==> config.mk <==
export PLATFORM = sky130hd
export DESIGN_NAME = mem_port_arbiter
export DESIGN_NICKNAME = d
export VERILOG_FILES = /design/src/rtl/mem_arb_pkg.sv /design/src/rtl/mem_arb_starve_ctr.sv /design/src/rtl/mem_port_arbiter.sv
export SDC_FILE = /design/constraint.sdc
export NUM_CORES = 1
export LEC_CHECK = 0
export CAP_MARGIN = 20
export CORE_MARGIN = 8
export CORE_UTILIZATION = 32
export CTS_CLUSTER_DIAMETER = 60
export DETAILED_ROUTE_END_ITERATION = 10
export HOLD_SLACK_MARGIN = 0.1
export PLACE_DENSITY = 0.88
export SLEW_MARGIN = 20
export SYNTH_ARGS = -nofsm -noshare
export SYNTH_HDL_FRONTEND = slang
export SYNTH_HIERARCHICAL = 1
export SYNTH_SLANG_ARGS = --single-unit
==> constraint.sdc <==
create_clock -name clk -period 5.3 [get_ports clk]
set_input_delay 0.795 -clock clk [delete_from_list [all_inputs] [get_ports clk]]
set_output_delay 0.795 -clock clk [all_outputs]
set_load 0.05 [all_outputs]
==> src/rtl/mem_arb_pkg.sv <==
// Shared types and constants for the instruction/data memory port arbiter.
package mem_arb_pkg;

    typedef enum logic {
        PRIO_D = 1'b0,
        PRIO_I = 1'b1
    } prio_state_t;

    typedef enum logic [1:0] {
        OWN_NONE = 2'd0,
        OWN_I    = 2'd1,
        OWN_D    = 2'd2
    } resp_owner_t;

    localparam int STARVE_CNT_W = 4;

endpackage

==> src/rtl/mem_arb_starve_ctr.sv <==
// Counts consecutive cycles in which a fetch request waits without a grant and
// flags when that wait reaches the limit, so the fetch port wins next cycle.
module mem_arb_starve_ctr
    import mem_arb_pkg::*;
#(
    parameter int STARVE_LIMIT = 4
) (
    input  logic                    clk,
    input  logic                    reset,
    input  logic                    i_req,
    input  logic                    i_gnt,
    output logic                    force_i,
    output logic [STARVE_CNT_W-1:0] cnt
);

    localparam logic [STARVE_CNT_W-1:0] LIMIT = STARVE_CNT_W'(STARVE_LIMIT);

    logic [STARVE_CNT_W-1:0] cnt_q;
    logic [STARVE_CNT_W-1:0] cnt_d;

    always_comb begin
        cnt_d = cnt_q;
        if (reset || !i_req || i_gnt) begin
            cnt_d = '0;
        end else if (cnt_q < LIMIT) begin
            cnt_d = cnt_q + STARVE_CNT_W'(1);
        end
    end

    always_ff @(posedge clk) begin
        if (reset) begin
            cnt_q <= '0;
        end else begin
            cnt_q <= cnt_d;
        end
    end

    // Compare the next count so the priority flip lands on the very next cycle.
    assign force_i = (cnt_d == LIMIT);
    assign cnt     = cnt_q;

endmodule

==> src/rtl/mem_port_arbiter.sv <==
// Shares one synchronous-read, byte-write memory between the fetch (I) and
// load/store (D) ports; D has priority, bounded by a starvation counter for I.
module mem_port_arbiter
    import mem_arb_pkg::*;
#(
    parameter int ADD_WIDTH    = 17,
    parameter int STARVE_LIMIT = 4
) (
    input  logic                    clk,
    input  logic                    reset,
    input  logic                    i_req,
    input  logic [31:0]             i_add,
    output logic                    i_gnt,
    output logic                    i_rvalid,
    output logic [31:0]             i_rdata,
    input  logic                    d_req,
    input  logic [31:0]             d_add,
    input  logic [3:0]              d_wen,
    input  logic [31:0]             d_wdata,
    output logic                    d_gnt,
    output logic                    d_rvalid,
    output logic [31:0]             d_rdata,
    output logic [31:0]             m_add,
    output logic [3:0]              m_wen,
    output logic [31:0]             m_wdata,
    input  logic [31:0]             m_rdata,
    output prio_state_t             dbg_state,
    output logic [STARVE_CNT_W-1:0] dbg_starve_cnt
);

    if (ADD_WIDTH < 2 || ADD_WIDTH > 32 || STARVE_LIMIT < 1 || STARVE_LIMIT > 15) begin : g_bad_params
        $error("mem_port_arbiter: parameter out of range");
    end

    prio_state_t             state_q, state_d;
    resp_owner_t             resp_sel_q, resp_sel_d;
    logic [31:0]             m_add_q, m_add_d;
    logic                    force_i;
    logic [STARVE_CNT_W-1:0] starve_cnt;

    // Handshake: a requester raises *_req with its command and holds it
    // unchanged until it sees *_gnt high in the same cycle; that cycle the
    // access is issued, and *_rvalid pulses exactly one cycle later. A grant
    // cut off by reset yields no rvalid and the request must be reissued.
    always_comb begin
        i_gnt = 1'b0;
        d_gnt = 1'b0;
        if (!reset) begin
            if (state_q == PRIO_I) begin
                i_gnt = i_req;
                d_gnt = d_req && !i_req;
            end else begin
                d_gnt = d_req;
                i_gnt = i_req && !d_req;
            end
        end
    end

    always_comb begin
        state_d = state_q;
        case (state_q)
            PRIO_D:  if (force_i) state_d = PRIO_I;
            PRIO_I:  if (i_gnt || !i_req) state_d = PRIO_D;
            default: state_d = PRIO_D;
        endcase
        if (reset) begin
            state_d = PRIO_D;
        end
    end

    mem_arb_starve_ctr #(
        .STARVE_LIMIT(STARVE_LIMIT)
    ) u_starve_ctr (
        .clk     (clk),
        .reset   (reset),
        .i_req   (i_req),
        .i_gnt   (i_gnt),
        .force_i (force_i),
        .cnt     (starve_cnt)
    );

    // Idle cycles keep the last address on the bus so the memory sees no toggling.
    always_comb begin
        m_add_d    = m_add_q;
        m_wen      = 4'b0000;
        m_wdata    = '0;
        resp_sel_d = OWN_NONE;
        if (reset) begin
            m_add_d = '0;
        end else if (i_gnt) begin
            m_add_d    = i_add;
            resp_sel_d = OWN_I;
        end else if (d_gnt) begin
            m_add_d    = d_add;
            m_wen      = d_wen;
            m_wdata    = d_wdata;
            resp_sel_d = OWN_D;
        end
    end

    assign m_add = m_add_d;

    always_comb begin
        i_rvalid = 1'b0;
        d_rvalid = 1'b0;
        i_rdata  = '0;
        d_rdata  = '0;
        if (!reset) begin
            case (resp_sel_q)
                OWN_I: begin
                    i_rvalid = 1'b1;
                    i_rdata  = m_rdata;
                end
                OWN_D: begin
                    d_rvalid = 1'b1;
                    d_rdata  = m_rdata;
                end
                default: ;
            endcase
        end
    end

    always_ff @(posedge clk) begin
        if (reset) begin
            state_q    <= PRIO_D;
            resp_sel_q <= OWN_NONE;
            m_add_q    <= '0;
        end else begin
            state_q    <= state_d;
            resp_sel_q <= resp_sel_d;
            m_add_q    <= m_add_d;
        end
    end

    assign dbg_state      = state_q;
    assign dbg_starve_cnt = starve_cnt;

endmodule

Word-level counts from Yosys, hierarchy flattened
Index checks and enable logic that the tools add are counted.

storage, ports and cells
  register bits after elaboration = 39
  output and inout bits = 141
  logic and storage cells = 47

cells by class
  add/sub/neg operators = 1
  order comparisons = 1
  equality and inequality tests = 3
  muxes and demuxes = 28
  bitwise operators = 1
  reductions and logical operators = 8

operators with widths
  kind                                                                  number
  32-bit two-way mux                                                    10
  4-bit two-way mux                                                     5
  1-bit two-way mux                                                     11
  4-bit by 1-bit adder with 4-bit output, second input constant         1
  4-bit by 3-bit == test with 1-bit output, second input constant       1
  4-bit by 3-bit < comparator with 1-bit output, second input constant  1
  1-bit logical OR                                                      3
  2-bit by 1-bit == test with 1-bit output, second input constant       1
  2-bit == test, second input constant                                  1
  1-bit logical AND                                                     2
  1-bit logical NOT                                                     2
  2-bit two-way mux                                                     1
  1-bit one-hot mux with 2 select lines                                 1
  2-bit OR reduction                                                    1
  1-bit NOT                                                             1

Longest topological paths before layout
  word-level depth = 9
  mapped depth = 7
  gate-level depth less buffers = 6

By module
The synthesis kept the hierarchy.

modules (own cells, without submodules)
  module              instances  cells each  area an instance (um2)  seq. area each (um2)
  mem_port_arbiter    1          269         2,457.4                 700.7
  mem_arb_starve_ctr  1          21          217.7                   80.1

Worst setup path before layout
OpenSTA, ideal clock, no wires.

  path type = input port to output port
  start = input d_req
  end = output m_add[22]
  arrival time = 2.374 ns
  setup slack = 2.131 ns
  cell stages on the path = 5
  path buffers = 1
  cell sequence = inv_1 o21ai_0 nor2_1 clkbuf_1 o2bb2ai_1

on the way
  word-level cells in the longest chain between the ends = 6
  elaborated cells on any way between the ends = 10
  classes of those cells = mux (7); reduce/logical (3)

RTL lines
  item                line                    source
  start, declared     mem_port_arbiter.sv:16  input logic d_req,
  1-bit logical NOT   mem_port_arbiter.sv:54  i_gnt = i_req && !d_req;
  1-bit logical AND   mem_port_arbiter.sv:54
  1-bit two-way mux   mem_port_arbiter.sv:49  if (state_q == PRIO_I) begin
  1-bit two-way mux   mem_port_arbiter.sv:48  if (!reset) begin
  via i_gnt           mem_port_arbiter.sv:13  output logic i_gnt,
  32-bit two-way mux  mem_port_arbiter.sv:90  end else if (i_gnt) begin
  32-bit two-way mux  mem_port_arbiter.sv:88  if (reset) begin
  end, declared       mem_port_arbiter.sv:23  output logic [31:0] m_add,

The timed path passes the listed nets, and every way through them passes these cells.

Worst setup path in the final report
  start = input d_req
  end = output m_add[13]

on the way
  word-level cells in the longest chain between the ends = 6
  elaborated cells on any way between the ends = 10
  classes of those cells = mux (7); reduce/logical (3)

RTL lines
  item                                                     line
  1-bit logical AND or 1-bit logical NOT (tied branches)   mem_port_arbiter.sv:51, mem_port_arbiter.sv:54
  1-bit two-way mux or 1-bit logical AND (tied branches)   mem_port_arbiter.sv:49, mem_port_arbiter.sv:54
  1-bit two-way mux, on equally long branches              mem_port_arbiter.sv:48, mem_port_arbiter.sv:49
  32-bit two-way mux or 1-bit two-way mux (tied branches)  mem_port_arbiter.sv:93, mem_port_arbiter.sv:48
  32-bit two-way mux *                                     mem_port_arbiter.sv:90
  32-bit two-way mux *                                     mem_port_arbiter.sv:88

Mark *: on every way between the ends. The rest lies on a longest branch, timed or not.

==> impl_metrics.yaml <==
run_status:
  status: "completed"
synth:
  ys_seq_elements: 39
  synth_top_area_share_pct: 29.19
  yosysWarnings: 6
  yosys.cell_count.top_type: "and2_1"
  synth_ff_type: "dfxtp_1"
  synth_commonest_cells: "100 x and2_1, 64 x o2bb2ai_1, 39 x dfxtp_1"
  async_flop_share_pct: 0
  synth_edf_count: 0
  syn_area_per_cell_um2: 9.224
  synth_cell_types: 26
  synth_cells: 290
  synth_area_leaders: "dfxtp_1 29%, and2_1 23%, o2bb2ai_1 21%"
  synth_area_mm2: 0.002675
  yosysTopAreaCell: "dfxtp_1"
  synth.yosys.seq_area_share_pct: 29.19
  syn_nets: 427
floorplanning:
  die_area_mm2: 0.01154
  io-pin-count: 277
  fp.dieW_um: 107.4
  core_area_mm2: 0.008175
  start_util_pct: 32.72
  die_h_um: 107.4
  rows: 33
cells_and_area:
  antenna_cells: 0
  fin_nets: 688
  drive_gt1_share_pct: 3.986
  multi_input_area_mm2: 0.001725
  seq_area_um2: 780.7
  fillers: 656
  area_delta_synth_final_pct: 108.4
  final_util_pct: 68.18
route:
  first_iter_violations: 158
  drc: 0
  drt-total-wl_mm: 12.44
  vias: 3104
  wl_per_cell_um: 18.93
  vias_per_cell: 4.725
  ant_nets: 0
  drt_first_pass_iters: 4
cts:
  root_buffer: "clkbuf_8"
  path_clk_slew_ns: 0.08
  cts_inserted_buffers: 5
  htreeDepth: 2
  post_cts_buffers: 0
  post_cts_resized: 0
  clkLatencyLatePin_ns: 0.28
  clockBufferDepth: 2
  cts.sinks: 39
  cts_hold_buf: 0
  cts_tree: "yes"
setup_path:
  startpoint: "d_req"
  crit_required_ns: 4.51
  cp_max_fo: 34
  critPathArrivalTime_ns: 3.73
  worst_setup_path_start_kind: "input port"
  crit_path_end_kind: "output pin"
  r2r_start: "dbg_state$_SDFF_PP0_"
  path_class: "in -> out"
sta:
  fin_skew_ns: 0.008083
  slew_viol_final: 0
  slew_headroom_pct: 53.23
  fmax_mhz: 221.0
  finalHoldViolations: 0
  finalSetupViolCount: 0
  whs_ns: 0.5238
  min_period_ns: 4.526
  min_period_over_period_pct: 85.39
  worstMarginPinSlew_ns: 0.6984
  fin_setup_tns_ns: 0
  rsz0062_at_grt: "false"
power_and_ir_drop:
  clockPowerShare_pct: 21.2
  p_sw_uw: 353.4
  power_frac_comb_pct: 45.5
  worst_ir_drop_vdd_mv: 0.1383
  switching_share_pct: 36.99
  power.sequential.fraction_pct: 33.2
  power.density_mw_per_mm2: 171.4
  p_leak_uw: 0.001972
  intPower_uw: 601.9
grt:
  grt_pass1_wl_mm: 17.97
  grt_pass1_vias: 3054
  antenna_found_initial: 0
  overflow: 0
  grt_max_degree: 70
  grt_util_all_layers_pct: 19.73
worst_hold_path:
  min_path_type: "reg -> reg"
  hold_start: "m_add_q[25]$_SDFF_PP0_"
placed_design:
  globalplace.congestion: 0.7888
  io_buffers: 276
  dp_hpwl_mm: 10.56
flow_run:
  drv_cap: 0
per-stage QoR:
stage          total power [uW]  setup WS [ns]  instance area (um^2)  cells
2_1_floorplan             560.2          2.131                  2675    290
3_3_place_gp              754.6         0.8698                  5482    649
3_5_place_dp              761.6         0.7445                  5482    649
4_1_cts                   970.2         0.7347                  5574    657
5_1_grt                    1003         0.6110                  5574    657
6_report                  955.3         0.7745                  5574    657
state kept, by name, indices dropped and copies added (netlist names):
| register | cells |
|---|---|
| resp_sel_q | 2 |
| dbg_state | 1 |
| m_add_q | 32 |
| u_starve_ctr/cnt | 4 |
per-layer routing:
metal / up-vias / track usage, % / wire length, um
met4: 0 / 3.469 / 114
met5: - / 0 / 0
met2: 141 / 37.95 / 6652
met1: 1393 / 21.31 / 4744
li1: 1564 / - / -
met3: 6 / 4.790 / 929
power by group through the flow:
stage                     Combinational [uW]  Clock (uW)  Sequential (uW)
after floorplan                          235           0              325
after global placement                   431           0              324
after detailed placement                 437           0              324
after CTS                                439         214              317
after global routing                     458         225              319
final                                    435         203              317
final timing paths:
kind / endpoint / slack (ns) / cells after the start
setup / recovery: m_add[13] / 0.77 / 7
hold / removal: m_add_q[25]$_SDFF_PP0_ / 0.52 / 2
setup reg to reg: dbg_state$_SDFF_PP0_ / 3.19 / 6
hold reg to reg: m_add_q[25]$_SDFF_PP0_ / 0.52 / 2
cells by family after synthesis:
logic type / after synthesis / share of synthesized area [%]
adder cells (fa/ha/maj): 1 / 0.4677
multiplexers: 33 / 12.54
buffers and inverters: 31 / 6.688
flip-flops: 39 / 29.19
AND/OR/NAND/NOR: 113 / 26.99
AO/OA/AOI/OAI: 73 / 24.13
placed cells by master, fill, tap and decap left out:
cell type / synthesis / routed
a2111oi_4: 1 / 1
a211oi_1: 1 / 1
a211oi_4: 1 / 1
a21oi_1: 3 / 3
and2_1: 100 / 100
buf_12: 0 / 2
buf_4: 0 / 4
clkbuf_8: 0 / 5
clkdlybuf4s50_1: 0 / 276
clkinvlp_4: 0 / 2
dfxtp_1: 39 / 39
ha_1: 1 / 1
inv_1: 3 / 3
inv_6: 0 / 1
mux2_4: 1 / 1
mux2i_1: 32 / 32
nand2b_1: 3 / 2
nand2b_2: 0 / 1
nand3b_1: 1 / 1
nor2_1: 3 / 2
nor2_4: 0 / 1
nor3b_1: 1 / 1
nor3b_2: 2 / 2
o21ai_0: 3 / 3
o2bb2ai_1: 64 / 64
or3_1: 1 / 1
or3b_1: 1 / 1
or3b_4: 1 / 1
critical path: stages:
cell and delay (ns):
clkdlybuf4s50_1 0.47, inv_1 0.09, o21ai_0 0.50, nand2b_2 0.51
buf_12 0.33, o2bb2ai_1 0.18, clkdlybuf4s50_1 0.84
final cells by class:
class	instances	share of cell area [%]
inverter	3	0.2020
timing repair buffer	282	50.82
clock inverter	3	0.4265
tap	105	2.357
multi-input combinational	220	30.95
clock buffer	5	1.235
sequential	39	14.01
Power figures use the tool's default switching activity.
==> patch (same settings) <==
Re-encode `resp_owner_t` (3 values) as one-hot, 3 bits wide.
--- a/src/rtl/mem_arb_pkg.sv
+++ b/src/rtl/mem_arb_pkg.sv
@@ -8,6 +8,6 @@
 
-    typedef enum logic [1:0] {
-        OWN_NONE = 2'd0,
-        OWN_I    = 2'd1,
-        OWN_D    = 2'd2
+    typedef enum logic [2:0] {
+        OWN_NONE = 3'b001,
+        OWN_I    = 3'b010,
+        OWN_D    = 3'b100
     } resp_owner_t;
Formal check against the unedited RTL: same outputs for any inputs over 4 cycles, from zero or initial values and one cycle with reset high; so few cycles prove little.
==> patch against the unedited design <==
  * Maximum frequency increased by 14%
  * Area after synthesis rose by 11%
  * Worst setup slack improved by 0.56 ns
  * Wire length rose by 13%
  * Critical endpoint is now m_add[20]
  * Design area up 4.8%
  * Sequential cell count up 1
  * Clock power rose by 21%
  * Total power is 6.5% higher
  * Die area grew 9.5%
==> patch: results (changes against the unedited design) <==
- Total GRT Usage: 0.205 (was 0.197)
- Dpl ws: 1.37 ns (was 0.744 ns)
- Vias in the first global route: 3546 (was 3054)
- Clock slew at reported path FFs: 0.08 ns (about the same)
- Max-slew violation count: 0 (unchanged)
- Synthesis Warnings: 6 (unchanged)
- Max-slew headroom: 0.426 (was 0.532)
- Top flip-flop cell by instance count after synthesis: dfxtp_1 (unchanged)
- Status: finished, final reports clean (unchanged)
- Largest net degree at the start of global routing: 72 (was 70)
- Clock buffer depth: 2 (unchanged)
- Remaining DRCs: 0 (unchanged)
- Post-CTS Resized: 0 (unchanged)
- CP max FO: 48 (was 34)
- Skew-Pair Late Insertion Delay: 0.29 ns
- First-pass detailed-route iteration total: 5 (was 4)
- Slowest stage cell, crit path: clkdlybuf4s50_1 (unchanged)
- Sequential fraction of the synthesis area: 0.269 (was 0.292)
- Arr. time, crit path: 3.17 ns (was 3.73 ns)
- Unique masters post-synth: 29 (was 26)
- Post-synthesis average cell area: 8.88 µm² (was 9.22 µm²)
- Root Driver: clkbuf_8 (unchanged)
- Ys async rst share: 0 (unchanged)
- Placed insts: 690 (was 649)
- Largest register by flop count: m_add_q (unchanged)
- Most frequent cells after synthesis: and2_1 (100), a221oi_1 (64), dfxtp_1 (40) (was and2_1 (100), o2bb2ai_1 (64), dfxtp_1 (39))
- Static leakage: 0.00219 µW (was 0.00197 µW)
- Hold WC Path Type: register to register (unchanged)
- Drt via density: 5.16 (was 4.72)
- Final HPWL DP: 11400 µm (was 10600 µm)
- Post-Syn Nets: 472 (was 427)
- Port-buffer cells: 276 (unchanged)
- Htree depth: 2 (unchanged)
- First-pass GRT wire length: 20700 µm (was 18000 µm)
- Cts bufs inserted: 5 (unchanged)
- Final setup viols: 0 (unchanged)
- Iter 0 DRT Violations: 204 (was 158)
- Nets: 725 (was 688)
- Clock Skews: 0.00759 ns (was 0.00808 ns)
- Peak VDD IR: 0.000123 V (was 0.000138 V)
- Max reg flops: 32 (unchanged)
- CP peak stage delay: 0.87 ns (was 0.84 ns)
- Via count: 3619 (was 3104)
- Initial antenna violation count: 2 (was 0)
- Final wirelength: 14000 µm (was 12400 µm)
- Layout cells sized above 1: 0.0475 (was 0.0399)
- Area contributors post-synth: dfxtp_1 (27%), and2_1 (21%), a221oi_1 (19%), mux2i_1 (11%), nor2b_1 (6.7%) (was dfxtp_1 (29%), and2_1 (23%), o2bb2ai_1 (21%), mux2i_1 (12%), buf_2 (1.9%))
- Setup Buffers After CTS: 0 (unchanged)
- RD Place Congestion: 0.851 (was 0.789)
==> patch: cell types whose count changed after synthesis, sizes merged <==
cell / before / now
a221oi: 0 / 64
nand2: 0 / 1
o2bb2ai: 64 / 0
dfxtp: 39 / 40
nor4b: 0 / 2
nor2b: 0 / 32
o21ai: 3 / 2
nor3b: 3 / 1
buf: 16 / 22
o21bai: 0 / 1
clkbuf: 12 / 17
==> patch: final timing paths <==
kind	from	endpoint	slack, ns	cells after the start
hold reg to reg	u_starve_ctr/cnt[0]	u_starve_ctr/cnt[0]	0.54	2
setup reg to reg	dbg_state	dbg_state	2.92	6
setup / recovery	i_req	m_add[20]	1.33	4
hold / removal	u_starve_ctr/cnt[0]	u_starve_ctr/cnt[0]	0.54	2
==> patch: kinds of logic (layout without fill, tap and decap cells) <==
| kind of cell | Yosys count | in the layout | share of synthesized area |
|---|---|---|---|
| other | 0 | 2 | 0 |
| and+or+nand+nor | 146 | 146 | 0.319 |
| buffers and inverters | 42 | 296 | 0.0774 |
| adders and majority gates | 1 | 1 | 0.00420 |
| muxes | 33 | 33 | 0.113 |
| AOI/OAI and AO/OA | 73 | 73 | 0.218 |
| DFF | 40 | 40 | 0.269 |
==> patch: final cells by class <==
cell class | instances | area (µm²)
multi-input cells | 253 | 1950
diodes | 2 | 5.00
inverters | 3 | 11.3
clock inverters | 3 | 42.5
well taps | 111 | 139
repair buffers | 285 | 2830
flip-flops and latches | 40 | 801
fillers | 771 | 3310
clock buffers | 5 | 68.8
==> patch: per-layer routing <==
layer	GRT usage	part of all wire	vias up	wire length [µm]
li1	-	-	1729	-
met1	0.213	0.36	1681	5100
met2	0.372	0.51	188	7200
met3	0.0800	0.10	21	1430
met4	0.0647	0.022	0	316
met5	0	0	-	0
==> patch: per-stage QoR <==
step | utilization | area [µm²] | hold slack (ns)
floorplan | - | 2980 | 0.576
global placement | 0.623 | 5710 | 0.499
detailed placement | 0.623 | 5710 | 0.522
CTS | 0.636 | 5820 | 0.534
global route | 0.639 | 5840 | 0.555
finish | 0.639 | 5840 | 0.544
==> patch: power by group <==
group | switching (µW) | internal [µW] | leakage, µW
Sequential | 7.57 | 322 | 0.000332
Combinational | 240 | 201 | 0.00180
Clock | 107 | 139 | 0.0000542
==> patch: critical path: cells and delay by family <==
family / cells / cell delay, ns
AND/OR/NAND/NOR: 1 / 0.49
AO/OA/AOI/OAI: 1 / 0.50
buffers and inverters: 2 / 1.37
